**src/rtl/gl_pht_port_sched_pkg.sv**
```systemverilog
// Shared types and helpers for the gshare PHT port scheduler.
package branch_predictor;

  localparam logic [6:0] BR_OPCODE = 7'b1100011;
  localparam int PHT_IDX_W = 9;

  typedef enum logic [2:0] {
    INIT,
    IDLE,
    UPD_RD,
    UPD_WR,
    UPD_PEND
  } pht_sched_state_t;

  typedef struct packed {
    logic [PHT_IDX_W-1:0] idx;
    logic                 taken;
  } br_upd_t;

  // 2-bit saturating counter step: taken counts up, not-taken counts down.
  function automatic logic [1:0] sat2(input logic [1:0] c, input logic t);
    if (t) begin
      return (c == 2'b11) ? c : c + 2'b01;
    end else begin
      return (c == 2'b00) ? c : c - 2'b01;
    end
  endfunction

endpackage

```
**src/rtl/gl_pht_port_sched_br_upd_fifo.sv**
```systemverilog
// Resolved-branch update queue; entries are {idx, taken}, exposed oldest-first.
module br_upd_fifo #(
  parameter int QDEPTH = 4,
  parameter int IDX    = 9
) (
  input  logic                         clk,
  input  logic                         rst,
  input  logic                         push,
  input  logic [IDX:0]                 din,
  input  logic                         pop,
  output logic                         full,
  output logic                         empty,
  output logic [IDX:0]                 head,
  output logic [$clog2(QDEPTH):0]      count,
  output logic [QDEPTH-1:0][IDX:0]     entries,
  output logic [QDEPTH-1:0]            valid
);

  localparam int PW = $clog2(QDEPTH);

  logic [IDX:0]  r_mem [QDEPTH];
  logic [PW-1:0] r_rd_ptr;
  logic [PW-1:0] r_wr_ptr;
  logic [PW:0]   r_count;
  logic          w_do_push;
  logic          w_do_pop;

  assign full  = (r_count == (PW+1)'(QDEPTH));
  assign empty = (r_count == '0);
  assign head  = r_mem[r_rd_ptr];
  assign count = r_count;

  // A push on a full queue is accepted only when the head leaves in the same cycle.
  assign w_do_push = push && (!full || pop);
  assign w_do_pop  = pop && !empty;

  always_ff @(posedge clk or posedge rst) begin
    if (rst) begin
      r_rd_ptr <= '0;
      r_wr_ptr <= '0;
      r_count  <= '0;
      for (int i = 0; i < QDEPTH; i++) r_mem[i] <= '0;
    end else begin
      if (w_do_push) begin
        r_mem[r_wr_ptr] <= din;
        r_wr_ptr        <= r_wr_ptr + 1'b1;
      end
      if (w_do_pop) r_rd_ptr <= r_rd_ptr + 1'b1;
      case ({w_do_push, w_do_pop})
        2'b10:   r_count <= r_count + 1'b1;
        2'b01:   r_count <= r_count - 1'b1;
        default: r_count <= r_count;
      endcase
    end
  end

  always_comb begin
    for (int i = 0; i < QDEPTH; i++) begin
      entries[i] = r_mem[r_rd_ptr + PW'(i)];
      valid[i]   = ((PW+1)'(i) < r_count);
    end
  end

endmodule

```
**src/rtl/gl_pht_port_sched.sv**
```systemverilog
// Single-port PHT scheduler: GHR, post-reset sweep, queued RMW updates behind lookups.
// Optional BR_UPD_FORWARD_EN: lookups see the youngest queued update to the same index.
module gl_pht_port_sched
  import branch_predictor::*;
#(
  parameter int IDX    = 9,
  parameter int QDEPTH = 4
) (
  input  logic             clk,
  input  logic             rst,
  input  logic             stall,
  input  logic [31:0]      pc,
  input  logic [6:0]       opcode,
  input  logic             ex_mem_br_en,
  input  logic [31:0]      ex_mem_pc,
  input  logic [6:0]       ex_mem_opcode,
  output logic             predict_dir,
  output logic             predict_valid,
  output logic             init_done,
  output logic             upd_overflow,
  output logic             pht_en,
  output logic             pht_we,
  output logic [IDX-1:0]   pht_addr,
  output logic [1:0]       pht_din,
  input  logic [1:0]       pht_dout,
  output pht_sched_state_t dbg_state
);

  localparam int PW = $clog2(QDEPTH);
`ifdef BR_UPD_FORWARD_EN
  localparam bit FWD_EN = 1'b1;
`else
  localparam bit FWD_EN = 1'b0;
`endif

  pht_sched_state_t r_state;
  pht_sched_state_t w_next_state;

  logic [IDX-1:0] r_ghr;
  logic [IDX-1:0] r_sweep;
  logic [1:0]     r_pend_val;
  logic           r_pred_valid;
  logic           r_pred_sram;
  logic           r_fwd_hit;
  logic           r_fwd_taken;

  logic                     w_lk_req;
  logic                     w_lk_port;
  logic                     w_enq_req;
  logic [IDX-1:0]           w_lk_idx;
  logic [IDX-1:0]           w_upd_idx;
  logic                     w_sweep_last;
  logic                     w_full;
  logic                     w_empty;
  logic [IDX:0]             w_head;
  logic [IDX-1:0]           w_head_idx;
  logic                     w_head_taken;
  logic [PW:0]              w_count;
  logic [QDEPTH-1:0][IDX:0] w_entries;
  logic [QDEPTH-1:0]        w_valid;
  logic                     w_more;
  logic                     w_pop;
  logic                     w_pend_load;
  logic                     w_en;
  logic                     w_we;
  logic [IDX-1:0]           w_addr;
  logic [1:0]               w_din;
  logic                     w_fwd_hit;
  logic                     w_fwd_taken;
  logic                     w_unused;

  assign w_lk_req     = (opcode == BR_OPCODE) && !stall;
  assign w_enq_req    = (ex_mem_opcode == BR_OPCODE) && !stall;
  assign w_lk_idx     = pc[IDX+1:2] ^ r_ghr;
  assign w_upd_idx    = ex_mem_pc[IDX+1:2] ^ r_ghr;
  assign w_lk_port    = w_lk_req && (r_state != INIT);
  assign w_sweep_last = (r_sweep == {IDX{1'b1}});
  assign w_head_idx   = w_head[IDX:1];
  assign w_head_taken = w_head[0];
  // While popping, any enqueue this cycle is accepted, so it also keeps the queue busy.
  assign w_more       = (w_count > (PW+1)'(1)) || w_enq_req;
  assign w_unused     = ^{pc[31:IDX+2], pc[1:0], ex_mem_pc[31:IDX+2], ex_mem_pc[1:0]};

  br_upd_fifo #(
    .QDEPTH (QDEPTH),
    .IDX    (IDX)
  ) u_fifo (
    .clk     (clk),
    .rst     (rst),
    .push    (w_enq_req),
    .din     ({w_upd_idx, ex_mem_br_en}),
    .pop     (w_pop),
    .full    (w_full),
    .empty   (w_empty),
    .head    (w_head),
    .count   (w_count),
    .entries (w_entries),
    .valid   (w_valid)
  );

  always_comb begin
    w_next_state = r_state;
    w_en         = 1'b0;
    w_we         = 1'b0;
    w_addr       = '0;
    w_din        = '0;
    w_pop        = 1'b0;
    w_pend_load  = 1'b0;
    if (w_lk_port) begin
      w_en   = 1'b1;
      w_addr = w_lk_idx;
    end
    case (r_state)
      INIT: begin
        w_en   = 1'b1;
        w_we   = 1'b1;
        w_addr = r_sweep;
        w_din  = 2'b01;
        if (w_sweep_last) w_next_state = IDLE;
      end
      IDLE: begin
        if (!w_empty || w_enq_req) w_next_state = UPD_RD;
      end
      UPD_RD: begin
        if (!w_lk_req) begin
          w_en         = 1'b1;
          w_addr       = w_head_idx;
          w_next_state = UPD_WR;
        end
      end
      UPD_WR: begin
        // Read data is only valid this cycle, so a blocked write keeps the result.
        if (w_lk_req) begin
          w_pend_load  = 1'b1;
          w_next_state = UPD_PEND;
        end else begin
          w_en         = 1'b1;
          w_we         = 1'b1;
          w_addr       = w_head_idx;
          w_din        = sat2(pht_dout, w_head_taken);
          w_pop        = 1'b1;
          w_next_state = w_more ? UPD_RD : IDLE;
        end
      end
      UPD_PEND: begin
        if (!w_lk_req) begin
          w_en         = 1'b1;
          w_we         = 1'b1;
          w_addr       = w_head_idx;
          w_din        = r_pend_val;
          w_pop        = 1'b1;
          w_next_state = w_more ? UPD_RD : IDLE;
        end
      end
      default: w_next_state = INIT;
    endcase
  end

  // Later (younger) entries override earlier matches.
  always_comb begin
    w_fwd_hit   = 1'b0;
    w_fwd_taken = 1'b0;
    for (int i = 0; i < QDEPTH; i++) begin
      if (w_valid[i] && (w_entries[i][IDX:1] == w_lk_idx)) begin
        w_fwd_hit   = 1'b1;
        w_fwd_taken = w_entries[i][0];
      end
    end
  end

  always_ff @(posedge clk or posedge rst) begin
    if (rst) begin
      r_state      <= INIT;
      r_sweep      <= '0;
      r_ghr        <= '0;
      r_pend_val   <= '0;
      r_pred_valid <= 1'b0;
      r_pred_sram  <= 1'b0;
      r_fwd_hit    <= 1'b0;
      r_fwd_taken  <= 1'b0;
    end else begin
      r_state      <= w_next_state;
      r_pred_valid <= w_lk_req;
      r_pred_sram  <= w_lk_port;
      r_fwd_hit    <= w_fwd_hit;
      r_fwd_taken  <= w_fwd_taken;
      if (r_state == INIT) r_sweep <= r_sweep + 1'b1;
      if (w_enq_req) r_ghr <= {r_ghr[IDX-2:0], ex_mem_br_en};
      if (w_pend_load) r_pend_val <= sat2(pht_dout, w_head_taken);
    end
  end

  assign predict_valid = r_pred_valid;
  assign predict_dir   = r_pred_sram & ((FWD_EN && r_fwd_hit) ? r_fwd_taken : pht_dout[1]);
  assign init_done     = (r_state != INIT);
  assign upd_overflow  = w_enq_req && w_full && !w_pop;
  // Reset holds the state in INIT; keep the sweep write off the bus until release.
  assign pht_en        = w_en & ~rst;
  assign pht_we        = w_we & ~rst;
  assign pht_addr      = rst ? '0 : w_addr;
  assign pht_din       = rst ? '0 : w_din;
  assign dbg_state     = r_state;

endmodule
```
**config.mk**
```make
export PLATFORM = sky130hd
export DESIGN_NAME = gl_pht_port_sched
export DESIGN_NICKNAME = d
export VERILOG_FILES = /design/src/rtl/gl_pht_port_sched_pkg.sv /design/src/rtl/gl_pht_port_sched_br_upd_fifo.sv /design/src/rtl/gl_pht_port_sched.sv
export SDC_FILE = /design/constraint.sdc
export NUM_CORES = 1
export LEC_CHECK = 0
export CORE_ASPECT_RATIO = 0.8
export CORE_UTILIZATION = 54
export CTS_BUF_LIST = sky130_fd_sc_hd__clkbuf_8
export DETAILED_ROUTE_END_ITERATION = 7
export PLACE_DENSITY = 0.88
export SLEW_MARGIN = 20
export SYNTH_ARGS = -nofsm -noshare
export SYNTH_HDL_FRONTEND = slang
export SYNTH_SLANG_ARGS = --single-unit
```
**constraint.sdc**
```tcl
create_clock -name clk -period 6.7 [get_ports clk]
set_input_delay 1.34 -clock clk [delete_from_list [all_inputs] [get_ports clk]]
set_output_delay 1.34 -clock clk [all_outputs]
set_load 0.05 [all_outputs]
```
==> results.json, run 1 <==
{
  "cpMaxStageDelayCell": "clkdlybuf4s50_1",
  "io_pins": 104,
  "path_class": "input pin to primary output",
  "nNetsFinal": 535,
  "rsz0062_at_grt": "false",
  "numPortBuffers": 57,
  "syn_area_sq_um": 3930,
  "synth_edf_count": 0,
  "finalCriticalPeriod_ns": 5.59,
  "ir_drop_mv": 0.161,
  "required_ns": 5.36,
  "utilization_pct": 67.7,
  "cts.sinks": 72,
  "syn_nets": 482,
  "die_h_um": 78.3,
  "num_vias": 3198,
  "yosysWarnings": 0,
  "track_usage_pct": 27.2,
  "avgRoutedWirePerCell_um": 18.1,
  "cts_tree": "built",
  "setup_viol": 0,
  "worstSetupStartpoint": "stall",
  "path_common_cell": "clkdlybuf4s50_1",
  "clkTransAtPathRegs_ns": 0.08,
  "floorplan.initialDensity_pct": 56.5,
  "power_density_nw_per_um2": 327,
  "ys_seq_area_share_pct": 45.8,
  "drt_iter0_drc": 185,
  "num_rows": 27,
  "rr_startpoint": "dbg_state[0]",
  "ys_ff_latch": 72,
  "leakage_nw": 2.08,
  "coreArea_sq_um": 6960,
  "syn_avg_cell_area_sq_um": 10.2,
  "timing.hold.ws_ns": 0.484,
  "clock-root-buffer": "clkbuf_8",
  "max-cap-violations": 0,
  "fin_skew_ns": 0.0113,
  "cts_setup_buffers": 0,
  "synth_flop_cell": "dfrtp_1",
  "crit_path_end_kind": "primary output",
  "clockBufferDepth": 2,
  "viasPerCell": 6.01,
  "status": "complete, no violations",
  "grt_overflow": 0,
  "timing.hold.worst.class": "flip-flop to flip-flop",
  "cp_max_fo": 9,
  "start_kind": "input pin",
  "synth_cells": 387,
  "drc": 0,
  "num-fill-cells": 523,
  "ys_types": 50,
  "grt_max_degree": 53,
  "hpwl_mm": 6.85,
  "syn2layout_area_growth_pct": 19.8,
  "timing.fmax_mhz": 179,
  "ant_nets": 0,
  "die_area_sq_um": 7630,
  "wl_mm": 9.60,
  "firstDrtPassIters": 5,
  "crit_arrival_ns": 4.25,
  "slowest_delay_ns": 0.86,
  "drive_gt1_share_pct": 11.2,
  "worst_pin_slew_ns": 0.838,
  "h-tree-depth": 3,
  "crit_chain": "clkdlybuf4s50_1 -> and4bb_2 -> nand2_2 -> inv_2 -> nor2_1 -> a221oi_1 -> nor3_1 -> clkdlybuf4s50_1",
  "gp_congestion": 0.877,
  "antenna_found_initial": 0,
  "async_reset_ff_share_pct": 100,
  "tns_ns": 0,
  "cts-resized-gates": 0,
  "timing.final.crit_share_pct": 83.4,
  "die_w_um": 97.4,
  "antenna_cells": 0,
  "relSlewSlack_pct": 44.1,
  "grt_pass1_wl_mm": 16.1,
  "first_global_vias": 3350,
  "finalMaxSlewViolations": 0,
  "cts_buffers": 9,
  "clock_latency_ns": 0.35,
  "min_from": "u_fifo.r_mem[22]",
  "hold_buffers": 0,
  "hold_viol_final": 0
}
final cells by class:
| cell class | count | area [sq um] | area share, % |
|---|---|---|---|
| Multi-Input combinational cell | 288 | 1990 | 42.2 |
| Sequential cell | 72 | 1800 | 38.2 |
| Timing Repair Buffer | 58 | 578 | 12.3 |
| Clock buffer | 9 | 124 | 2.63 |
| Tap cell | 87 | 109 | 2.31 |
| Clock inverter | 7 | 70.1 | 1.49 |
| Inverter | 11 | 41.3 | 0.876 |
synth_stat cells, types with 2 or more instances:
master | number | share of area (%)
buf_2 | 5 | 0.64
buf_6 | 4 | 1.1
and3_1 | 5 | 0.80
dfrtp_1 | 72 | 46
nor3_2 | 2 | 0.51
mux2_4 | 4 | 1.5
o21ai_0 | 40 | 5.1
nor2_1 | 17 | 1.6
a32oi_1 | 2 | 0.45
xor2_1 | 13 | 2.9
o21ai_1 | 6 | 0.76
xnor2_1 | 19 | 4.2
a221oi_1 | 8 | 1.8
buf_4 | 2 | 0.38
nand3_1 | 5 | 0.64
a22oi_1 | 2 | 0.38
a21oi_1 | 19 | 2.4
ha_1 | 11 | 3.5
nor3_1 | 14 | 1.8
and4bb_2 | 2 | 0.64
mux4_2 | 10 | 5.7
and2_1 | 3 | 0.48
mux2_2 | 2 | 0.57
o211ai_4 | 4 | 2.2
inv_1 | 9 | 0.86
nand2_1 | 77 | 7.3
nand2b_1 | 3 | 0.48
clkbuf_1 | 5 | 0.48
sequential cells by signal, summed over array words and instances (netlist names):
register         cells
u_fifo.r_mem        40
r_ghr                9
r_sweep              9
dbg_state            3
u_fifo.count         3
r_pend_val           2
u_fifo.r_rd_ptr      2
u_fifo.r_wr_ptr      2
predict_valid        1
r_pred_sram          1
placed cells by master, fill, tap and decap left out, types with 10 or more instances in the layout:
| cell | instances |
|---|---|
| ha_1 | 11 |
| xor2_1 | 13 |
| nor2_1 | 17 |
| dfrtp_1 | 72 |
| o21ai_0 | 40 |
| clkdlybuf4s50_1 | 57 |
| mux4_2 | 10 |
| nand2_1 | 77 |
| a21oi_1 | 19 |
| nor3_1 | 14 |
| xnor2_1 | 19 |
cells by family after synthesis:
logic type               count (synthesis)  share of synthesized area [%]
adder cells (fa/ha/maj)                 11                           3.50
buffers and inverters                   27                           3.69
AO/OA/AOI/OAI                           90                           15.3
multiplexers                            18                           8.37
XOR/XNOR                                32                           7.12
AND/OR/NAND/NOR                        137                           16.2
flip-flops                              72                           45.8
critical path: cells and delay by family:
kind | cells | cell delay, ns
buffers and inverters | 3 | 1.48
and+or+nand+nor | 4 | 1.26
AOI/OAI and AO/OA | 1 | 0.17
metal layers:
| metal | wire [um] | track usage (%) |
|---|---|---|
| met5 | 0 | 0 |
| met1 | 4030 | 34.0 |
| met2 | 4730 | 45.8 |
| met4 | 216 | 10.0 |
| met3 | 635 | 6.95 |
final timing paths:
check	cells past startpoint	end	slack [ns]
worst max-delay path	8	pht_addr[6]	1.11
worst min-delay path	2	u_fifo.r_mem[22]	0.48
worst max register to register	7	u_fifo.count[2]	4.10
worst min register to register	2	u_fifo.r_mem[22]	0.48
max in group asynchronous	3	u_fifo.r_mem[19]	3.90
min in group asynchronous	2	predict_valid	1.79
power by group:
part | switching (mW) | total, mW | internal (mW) | leakage [nW]
Combinational | 0.354 | 0.600 | 0.246 | 0.998
Clock | 0.173 | 0.345 | 0.172 | 0.0994
Sequential | 0.115 | 0.596 | 0.480 | 0.979
per-stage QoR:
stage | area [sq um] | instances | setup WS, ns | total power [mW]
after global routing | 4710 | 532 | 0.997 | 1.63
final | 4710 | 532 | 1.11 | 1.54
after CTS | 4710 | 532 | 1.17 | 1.54
after global placement | 4520 | 516 | 1.24 | 1.17
after detailed placement | 4520 | 516 | 1.15 | 1.20
after floorplan | 3930 | 387 | 1.95 | 1.02
No activity file was read; power rests on OpenSTA's default activity.
==> inputs of run 2 (changes only) <==
Settings changed: CORE_UTILIZATION 54 to 51, PLACE_DENSITY 0.88 to 0.83.
Clock period 6.7 ns to 5.8 ns, I/O delays scaled along.
==> results.json, run 2 (synthesis gave the netlist of run 1 again) <==
{
  "status": "complete, no violations",
  "place_ws_ns": 0.624,
  "finalCriticalPeriod_ns": 5.30,
  "num-fill-cells": 609,
  "timing.hold.worst.class": "flip-flop to flip-flop",
  "clkTransAtPathRegs_ns": 0.08,
  "finalMaxSlewViolations": 0,
  "coreArea_sq_um": 7430,
  "crit_chain": "clkdlybuf4s50_1 -> and4bb_2 -> nand2_2 -> inv_2 -> nor2_1 -> a221oi_1 -> nor3_1 -> clkdlybuf4s50_1",
  "postPlaceCellArea_sq_um": 4550,
  "worst_pin_slew_ns": 0.920,
  "cts_buffers": 9,
  "grt_pass1_wl_mm": 15.9,
  "hold_buffers": 0,
  "start_kind": "input pin",
  "rsz0062_at_grt": "false",
  "rr_startpoint": "dbg_state[0]",
  "power_density_nw_per_um2": 391,
  "gp_congestion": 0.847,
  "cp_max_fo": 9,
  "firstDrtPassIters": 5,
  "antenna_cells": 0,
  "cts_tree": "built",
  "io_pins": 104,
  "path_class": "input pin to primary output",
  "tns_ns": 0,
  "hpwl_mm": 6.66,
  "antenna_found_initial": 0,
  "path_common_cell": "clkdlybuf4s50_1",
  "drt_iter0_drc": 237,
  "worstSetupStartpoint": "stall",
  "die_h_um": 80.6,
  "die_area_sq_um": 8070,
  "cts-resized-gates": 0,
  "reg2reg_setup_slack_ns": 3.17,
  "ir_drop_mv": 0.177,
  "leakage_nw": 2.11,
  "timing.final.crit_share_pct": 91.4,
  "slowest_delay_ns": 0.86,
  "clockBufferDepth": 2,
  "cts_setup_buffers": 0,
  "track_usage_pct": 26.0,
  "numPortBuffers": 57,
  "crit_arrival_ns": 4.14,
  "die_w_um": 100,
  "avgRoutedWirePerCell_um": 17.1,
  "wl_mm": 9.43,
  "timing.fmax_mhz": 189,
  "clock-root-buffer": "clkbuf_8",
  "syn2layout_area_growth_pct": 22.1,
  "max-cap-violations": 0,
  "setup_viol": 0,
  "regMostFlops": "u_fifo.r_mem",
  "num_rows": 28,
  "crit_path_end_kind": "primary output",
  "nNetsFinal": 536,
  "path_delay_family": "buffers and inverters",
  "setup_slack_ns": 0.498,
  "cpMaxStageDelayCell": "clkdlybuf4s50_1",
  "drc": 0,
  "grt_max_degree": 55,
  "final_cell_mix": "nand2_1 (77), dfrtp_1 (72), clkdlybuf4s50_1 (57)",
  "top_regs": "u_fifo.r_mem x40, r_ghr x9, r_sweep x9",
  "fin_skew_ns": 0.00580,
  "clock_latency_ns": 0.35,
  "finish.instance_area_sq_um": 4800,
  "required_ns": 4.64,
  "ant_nets": 0,
  "h-tree-depth": 3,
  "first_global_vias": 3215,
  "relSlewSlack_pct": 38.6,
  "min_from": "u_fifo.r_mem[16]",
  "floorplan.initialDensity_pct": 53.0,
  "viasPerCell": 5.81,
  "num_vias": 3203,
  "drive_gt1_share_pct": 11.4,
  "largest_register_ffs": 40,
  "hold_viol_final": 0,
  "layout_commonest_cell": "nand2_1",
  "cts.sinks": 72,
  "cp_num_buf_inv": 3,
  "grt_overflow": 0
}
[run 2: cell count changes in the layout (fill, tap and decap cells not counted), sizes merged]
cell      change
bufinv        +2
inv           -2
clkbuf        +1
buf           +1
clkinvlp      -1
[run 2: through the flow]
stage               total power [mW]  util [%]  instances  hold WS [ns]
floorplan                       1.18         -        387         0.444
global placement                1.35      61.2        535         0.457
detailed placement              1.38      61.2        535         0.468
CTS                             1.87      64.6        551         0.485
global route                    1.98      64.7        551         0.508
finish                          1.88      64.7        551         0.480
[run 2: routing by layer]
metal / vias up / share of wire (%) / GRT usage, % / wire [um]
met3: 20 / 5.3 / 4.96 / 503
met5: - / 0 / 0 / 0
li1: 1476 / - / - / -
met2: 124 / 49 / 42.3 / 4590
met1: 1583 / 44 / 34.6 / 4140
met4: 0 / 2.1 / 10.0 / 200
[run 2: final cells by class]
class | instances | area [sq um] | area share [%]
Inverter | 11 | 42.5 | 0.886
Clock buffer | 10 | 138 | 2.87
Timing Repair Buffer | 59 | 586 | 12.2
Multi-Input combinational cell | 288 | 1990 | 41.4
Clock inverter | 6 | 116 | 2.42
Sequential cell | 72 | 1800 | 37.5
Tap cell | 105 | 131 | 2.74
[run 2: final timing paths]
check / to / cells past startpoint
max: pht_addr[3] / 8
min: u_fifo.r_mem[16] / 2
max reg2reg: u_fifo.count[2] / 7
min reg2reg: u_fifo.r_mem[16] / 2
max in group asynchronous: r_sweep[5] / 3
min in group asynchronous: predict_valid / 2
[run 2: worst register-to-register path: cells and delay by family (launching register included)]
kind	cells	cell delay, ns
AND/OR/NAND/NOR	3	0.89
flip-flops	1	0.65
AO/OA/AOI/OAI	1	0.40
adder cells (fa/ha/maj)	1	0.23
multiplexers	1	0.23
XOR/XNOR	1	0.13
[run 2: power breakdown]
group | switching, mW | leakage [nW] | internal [mW] | total (mW)
registers | 0.131 | 0.979 | 0.555 | 0.686
logic | 0.413 | 1.00 | 0.284 | 0.697
clock network | 0.195 | 0.127 | 0.300 | 0.495
total | 0.739 | 2.11 | 1.14 | 1.88
